<file path="src/rtl/aes_pkg.sv">
// Shared AES types, FSM encoding and GF(2^8) helpers for the (inverse) MixColumns datapath.
// Column 0 occupies the top 32 bits of a state; row 0 is the top byte of a column.
package aes_pkg;

  typedef logic [127:0] state_t;
  typedef logic [31:0]  col_t;

  typedef enum logic [1:0] {
    IDLE = 2'd0,
    BUSY = 2'd1,
    DONE = 2'd2
  } fsm_e;

  // Low byte of the AES field polynomial x^8+x^4+x^3+x+1.
  localparam logic [7:0] AES_POLY = 8'h1b;

  function automatic logic [7:0] xtime(input logic [7:0] a);
    return {a[6:0], 1'b0} ^ (a[7] ? AES_POLY : 8'h00);
  endfunction

  // Constant multiply restricted to the coefficients MixColumns needs.
  function automatic logic [7:0] gmul(input logic [7:0] a, input logic [7:0] c);
    logic [7:0] x2;
    logic [7:0] x4;
    logic [7:0] x8;
    logic [7:0] r;
    x2 = xtime(a);
    x4 = xtime(x2);
    x8 = xtime(x4);
    case (c)
      8'h02:   r = x2;
      8'h03:   r = x2 ^ a;
      8'h09:   r = x8 ^ a;
      8'h0b:   r = x8 ^ x2 ^ a;
      8'h0d:   r = x8 ^ x4 ^ a;
      8'h0e:   r = x8 ^ x4 ^ x2;
      default: r = a;
    endcase
    return r;
  endfunction

  function automatic col_t col_get(input state_t s, input logic [1:0] idx);
    col_t c;
    case (idx)
      2'd0:    c = s[127:96];
      2'd1:    c = s[95:64];
      2'd2:    c = s[63:32];
      default: c = s[31:0];
    endcase
    return c;
  endfunction

  function automatic state_t col_put(input state_t s, input logic [1:0] idx, input col_t c);
    state_t r;
    r = s;
    case (idx)
      2'd0:    r[127:96] = c;
      2'd1:    r[95:64]  = c;
      2'd2:    r[63:32]  = c;
      default: r[31:0]   = c;
    endcase
    return r;
  endfunction

endpackage

</file>
<file path="src/rtl/inv_mixcolumn_col.sv">
// Combinational transform of one 32-bit column (inverse MixColumns; forward when
// INV_MIXCOLUMNS_FWD_EN is defined and fwd=1).
module inv_mixcolumn_col
  import aes_pkg::*;
(
`ifdef INV_MIXCOLUMNS_FWD_EN
  input  logic fwd,
`endif
  input  col_t col_in,
  output col_t col_out
);

  logic [7:0] a    [4];
  logic [7:0] coef [4];
  logic [7:0] r    [4];

  // Row i uses the base coefficient row rotated right by i, so coef index is (j - i) mod 4.
  always_comb begin
    coef = '{8'h0e, 8'h0b, 8'h0d, 8'h09};
`ifdef INV_MIXCOLUMNS_FWD_EN
    if (fwd) coef = '{8'h02, 8'h03, 8'h01, 8'h01};
`endif
    for (int i = 0; i < 4; i++) begin
      a[i] = col_in[31 - 8*i -: 8];
    end
    for (int i = 0; i < 4; i++) begin
      r[i] = 8'h00;
      for (int j = 0; j < 4; j++) begin
        r[i] = r[i] ^ gmul(a[j], coef[2'(j - i)]);
      end
    end
  end

  assign col_out = {r[0], r[1], r[2], r[3]};

endmodule

</file>
<file path="src/rtl/inv_mixcolumns.sv">
// Iterative AES inverse MixColumns over a 128-bit state, COLS_PER_CYCLE columns per cycle.
// Optional macro INV_MIXCOLUMNS_FWD_EN adds a per-transaction fwd select for forward MixColumns.
module inv_mixcolumns
  import aes_pkg::*;
#(
  parameter int COLS_PER_CYCLE = 1
) (
  input  logic         clk,
  input  logic         rst_n,
`ifdef INV_MIXCOLUMNS_FWD_EN
  input  logic         fwd,
`endif
  input  logic         in_valid,
  output logic         in_ready,
  input  logic [127:0] in_data,
  output logic         out_valid,
  input  logic         out_ready,
  output logic [127:0] out_data
);

  // Handshake: a transfer happens on a rising clk edge where valid && ready are both 1;
  // out_data/out_valid stay constant while out_valid=1 and out_ready=0.

  if (COLS_PER_CYCLE != 1 && COLS_PER_CYCLE != 2 && COLS_PER_CYCLE != 4) begin : g_bad_cfg
    $error("inv_mixcolumns: COLS_PER_CYCLE must be 1, 2 or 4");
  end

  localparam logic [1:0] STEP     = 2'(COLS_PER_CYCLE % 4);
  localparam logic [1:0] LAST_IDX = 2'(4 - COLS_PER_CYCLE);

  fsm_e       fsm_state;
  state_t     st;
  state_t     st_upd;
  logic [1:0] col_idx;
  col_t       col_res [COLS_PER_CYCLE];
  logic       accept;

`ifdef INV_MIXCOLUMNS_FWD_EN
  logic fwd_q;
`endif

  for (genvar k = 0; k < COLS_PER_CYCLE; k++) begin : g_col
    col_t col_src;
    assign col_src = col_get(st, col_idx + 2'(k));
    inv_mixcolumn_col u_col (
`ifdef INV_MIXCOLUMNS_FWD_EN
      .fwd     (fwd_q),
`endif
      .col_in  (col_src),
      .col_out (col_res[k])
    );
  end

  always_comb begin
    st_upd = st;
    for (int k = 0; k < COLS_PER_CYCLE; k++) begin
      st_upd = col_put(st_upd, col_idx + 2'(k), col_res[k]);
    end
  end

  // Gating with rst_n keeps in_ready low for the whole reset window.
  assign in_ready  = rst_n && ((fsm_state == IDLE) || ((fsm_state == DONE) && out_ready));
  assign accept    = in_valid && in_ready;
  assign out_valid = (fsm_state == DONE);
  assign out_data  = st;

  always_ff @(posedge clk) begin
    if (!rst_n) begin
      fsm_state <= IDLE;
      col_idx   <= 2'd0;
      st        <= '0;
`ifdef INV_MIXCOLUMNS_FWD_EN
      fwd_q     <= 1'b0;
`endif
    end else begin
      case (fsm_state)
        IDLE: begin
          if (accept) begin
            st        <= in_data;
            col_idx   <= 2'd0;
            fsm_state <= BUSY;
`ifdef INV_MIXCOLUMNS_FWD_EN
            fwd_q     <= fwd;
`endif
          end
        end
        BUSY: begin
          st      <= st_upd;
          col_idx <= col_idx + STEP;
          if (col_idx == LAST_IDX) fsm_state <= DONE;
        end
        DONE: begin
          // A new load here overlaps the outgoing handshake so results stream back to back.
          if (out_ready) begin
            if (accept) begin
              st        <= in_data;
              col_idx   <= 2'd0;
              fsm_state <= BUSY;
`ifdef INV_MIXCOLUMNS_FWD_EN
              fwd_q     <= fwd;
`endif
            end else begin
              fsm_state <= IDLE;
            end
          end
        end
        default: begin
          fsm_state <= IDLE;
          col_idx   <= 2'd0;
        end
      endcase
    end
  end

endmodule

</file>
<file path="config.mk">
export PLATFORM = sky130hd
export DESIGN_NAME = inv_mixcolumns
export DESIGN_NICKNAME = d
export VERILOG_FILES = /design/src/rtl/aes_pkg.sv /design/src/rtl/inv_mixcolumn_col.sv /design/src/rtl/inv_mixcolumns.sv
export SDC_FILE = /design/constraint.sdc
export NUM_CORES = 1
export LEC_CHECK = 0
export CORE_UTILIZATION = 45
export DETAILED_ROUTE_END_ITERATION = 8
export PLACE_DENSITY = 0.87
export SLEW_MARGIN = 20
export SYNTH_ARGS = -nofsm -noshare
export SYNTH_HDL_FRONTEND = slang
export SYNTH_SLANG_ARGS = --single-unit
</file>
<file path="constraint.sdc">
create_clock -name clk -period 4.2 [get_ports clk]
set_input_delay 1.26 -clock clk [delete_from_list [all_inputs] [get_ports clk]]
set_output_delay 1.26 -clock clk [all_outputs]
set_load 0.02 [all_outputs]
</file>
==> summary.md, run 1 <==
| Metric | Value |
|---|---|
| Worst-path maximum fanout | 3 |
| Chip width | 145 um |
| Root Buffer Master | clkbuf_16 |
| #FFs+latches synth | 132 |
| Max stage delay on crit path | 0.59 ns |
| Fmax | 253 MHz |
| Yosys Warn Count | 0 |
| Final WS setup | 0.245 ns |
| Initial antenna violation count | 0 |
| Lkg Pwr | 4.50 nW |
| Worst endpoint required time | 2.94 ns |
| Peak VDD IR | 0.000429 V |
| MaxCap Viol Count | 0 |
| Slew Viols, Final | 0 |
| CTS H-tree lvls | 4 |
| Share of cells above drive strength 1 | 8.88% |
| I/O pin cnt | 262 |
| Gpl congestion | 1.06 |
| Routed via count | 10,200 |
| Final setup TNS | 0 ns |
| CTS tree | done |
| Largest net degree at the start of global routing | 127 |
| Slowest library cell on the worst path | clkdlybuf4s50_1 |
| WS Path Type | input pin to output pin |
| Delay-heaviest family, CP | buffers and inverters |
| Most used cell along the critical path | clkdlybuf4s50_1 |
| Slew margin rel. | 22.9% |
| Post-Place Setup Slack | 0.257 ns |
| GRT Total Usage | 36.0% |
| Routed Antenna Nets | 0 |
| Tcrit/Tclk final | 94.2% |
| Multi-input gate area | 6020 um^2 |
| Skew final | 0.0199 ns |
| Startpoint Class | input pin |
| WP data arrival | 2.69 ns |
| Mean Syn Cell Area | 7.87 um^2 |
| Area Overhead vs Synth | 39.1% |
| CP Cell Sequence | clkdlybuf4s50_1 > inv_1 > nand2_1 > and3b_1 > clkdlybuf4s50_1 |
| # diodes | 0 |
| Die area | 20,900 um^2 |
| CTS Buf Count | 17 |
| Clock-pin slew on the worst setup and hold paths | 0.06 ns |
| Reg power frac | 21.3% |
| DP HPWL | 26,900 um |
| Initial core utilization | 46.5% |
| DP Cell Count | 1,628 |
| Cells after Synth | 1,165 |
| Reg area | 2640 um^2 |
| Post-synth EDFFs | 0 |
| Worst hold path type | register to register |
| Top FF cell, synth | dfxtp_1 |
| Status | complete, no violations |
| Final hold viol count | 0 |
| # Post-CTS Setup Buffers | 0 |
| Comb power frac | 59.9% |
| Post-Route WL | 37,600 um |
| Clock power share | 18.8% |
| Std-Cell Rows | 51 |
| Setup violators final | 0 |
| Internal | 0.00450 W |
| DRT Pass-1 Iters | 8 |
| Starting DRC count in detailed routing | 1,472 |
| First-pass GRT wire length | 56,300 um |
| Worst path buffer plus inverter count | 3 |
| Mapped Nets | 1,302 |
| Switching part of the total | 44.0% |
| Routed WL per cell | 22.6 um |
| # fillers | 1,569 |
| Cts repair resizes | 0 |
| Core area | 19,700 um^2 |
| Cts hold-fix bufs | 0 |
| Synth Cell Area | 9170 um^2 |
| Post-synthesis async set-or-reset flop share | 0% |
| I/O Buffers | 261 |
| Sequential share of the synthesized area | 28.8% |
| # DRC | 0 |
| P_sw | 0.00354 W |
| Via-to-Cell Ratio | 6.17 |
| Worst slew pin tran | 1.16 ns |
| Min Tclk post-route | 3.95 ns |
| Worst-case clock buffer depth | 2 |
| Crit. End Element | output pin |
| Synth cell types | 41 |
| Grt total ovfl | 0 |
| Die height | 145 um |
| RSZ-0062 raised after global routing | false |
| Cell Pwr Density | 630 nW/um^2 |
| Clock latency reported for the late side of the worst-skew pair | 0.44 ns |
| CTS Sinks | 132 |
| Vias in the first global route | 9,713 |
| Fin cells | 1,661 |
| Layout net count | 1,520 |
[worst register-to-register path, delay by kind of cell (launching register included)]
family          cells  cell delay, ns
buf+inv             3            0.69
simple gates        1            0.30
xor+xnor            2            0.52
fa+ha+maj           1            0.44
compound gates      4            1.54
flops               1            0.32
[stage by stage]
stage / total power (W) / hold slack, ns / cell area, um^2 / utilization (%)
3_3_place_gp: 0.00630 / 0.459 / 12200 / 61.7
4_1_cts: 0.00791 / 0.479 / 12800 / 64.7
3_5_place_dp: 0.00635 / 0.458 / 12200 / 61.7
2_1_floorplan: 0.00475 / 0.541 / 9170 / -
5_1_grt: 0.00835 / 0.502 / 12800 / 64.7
6_report: 0.00804 / 0.476 / 12800 / 64.7
[metal layers]
layer | vias to the layer above | global-route usage, % | wire (um)
met5 | - | 0 | 0
met4 | 0 | 18.6 | 1760
met3 | 161 | 8.79 | 4330
met2 | 771 | 57.6 | 17400
met1 | 4796 | 44.8 | 14100
li1 | 4513 | - | -
[sequential cells by signal (all words and copies together) (netlist names)]
register,cells
out_data,128
col_idx,2
fsm_state,2
[power by group through the flow]
stage	registers (W)	clock network, W	logic, W
after global routing	0.00173	0.00157	0.00505
after CTS	0.00170	0.00151	0.00470
after floorplan	0.00182	0	0.00293
after global placement	0.00172	0	0.00458
final	0.00171	0.00151	0.00481
after detailed placement	0.00172	0	0.00463
[cell usage after synthesis, types with 2 or more instances]
| cell | count | area share [%] |
|---|---|---|
| nand3b_1 | 2 | 0.16 |
| buf_6 | 3 | 0.37 |
| a32o_1 | 28 | 3.1 |
| nand2_1 | 107 | 4.4 |
| buf_2 | 13 | 0.71 |
| ha_1 | 5 | 0.68 |
| o221a_2 | 7 | 0.86 |
| xnor3_1 | 5 | 1.2 |
| nor3_1 | 13 | 0.71 |
| dfxtp_1 | 132 | 29 |
| o21ai_1 | 11 | 0.60 |
| nand3_1 | 12 | 0.66 |
| or2_2 | 4 | 0.27 |
| xnor2_2 | 3 | 0.53 |
| and3_1 | 5 | 0.34 |
| buf_1 | 8 | 0.33 |
| inv_1 | 8 | 0.33 |
| a21boi_1 | 4 | 0.33 |
| mux2i_1 | 11 | 1.2 |
| a21oi_1 | 153 | 8.4 |
| a222oi_1 | 32 | 3.5 |
| xnor2_1 | 172 | 16 |
| mux2i_4 | 2 | 0.49 |
| o211ai_1 | 16 | 1.3 |
| o21ai_2 | 4 | 0.38 |
| clkbuf_1 | 100 | 4.1 |
| nor2b_1 | 6 | 0.41 |
| o21ai_0 | 160 | 8.7 |
| mux2_2 | 2 | 0.25 |
| nor2_1 | 47 | 1.9 |
| and2_1 | 8 | 0.55 |
| xor2_1 | 73 | 7.0 |
[final cells by class]
cell class / count / area share [%]
sequential: 132 / 20.7
tap: 265 / 2.60
clock inverter: 11 / 0.991
multi-input combinational: 900 / 47.2
clock buffer: 21 / 3.61
timing repair buffer: 324 / 24.6
inverter: 8 / 0.235
[layout by cell type (no fill, tap or decap), types with 16 or more instances in the layout]
master and instances:
clkdlybuf4s50_1 260, xnor2_1 172, o21ai_0 160, a21oi_1 153, dfxtp_1 132, nand2_1 107
xor2_1 73, buf_4 58, nor2_1 43, a222oi_1 32, a32o_1 28, clkbuf_16 17
o211ai_1 16
[cell families (layout without fill, tap and decap cells)]
| logic type | Yosys count | in the layout | synth area share [%] |
|---|---|---|---|
| AOI/OAI and AO/OA | 420 | 420 | 27.7 |
| xor gates and xnor gates | 254 | 254 | 25.4 |
| adders and majority gates | 5 | 5 | 0.682 |
| buffers and inverters | 133 | 364 | 5.91 |
| DFF | 132 | 132 | 28.8 |
| muxes | 15 | 15 | 1.94 |
| and+or+nand+nor | 206 | 206 | 9.57 |
[worst paths after layout]
check                                               start                        end  slack [ns]  depth (start not counted)
worst max-delay path                            out_ready                   in_ready        0.25                          5
worst min register to register  out_data[77]$_SDFFE_PN0P_  out_data[77]$_SDFFE_PN0P_        0.48                          2
worst min-delay path            out_data[77]$_SDFFE_PN0P_  out_data[77]$_SDFFE_PN0P_        0.48                          2
worst max register to register    col_idx[0]$_SDFFE_PN0P_   out_data[8]$_SDFFE_PN0P_        0.28                         11
Note: power is estimated with default switching activity, not from simulation.
==> inputs of run 2 (changes only) <==
- CTS_CLUSTER_SIZE: unset -> 28
==> results of run 2 <==
The final DEF is identical to that of run 1; final timing and power are the same.
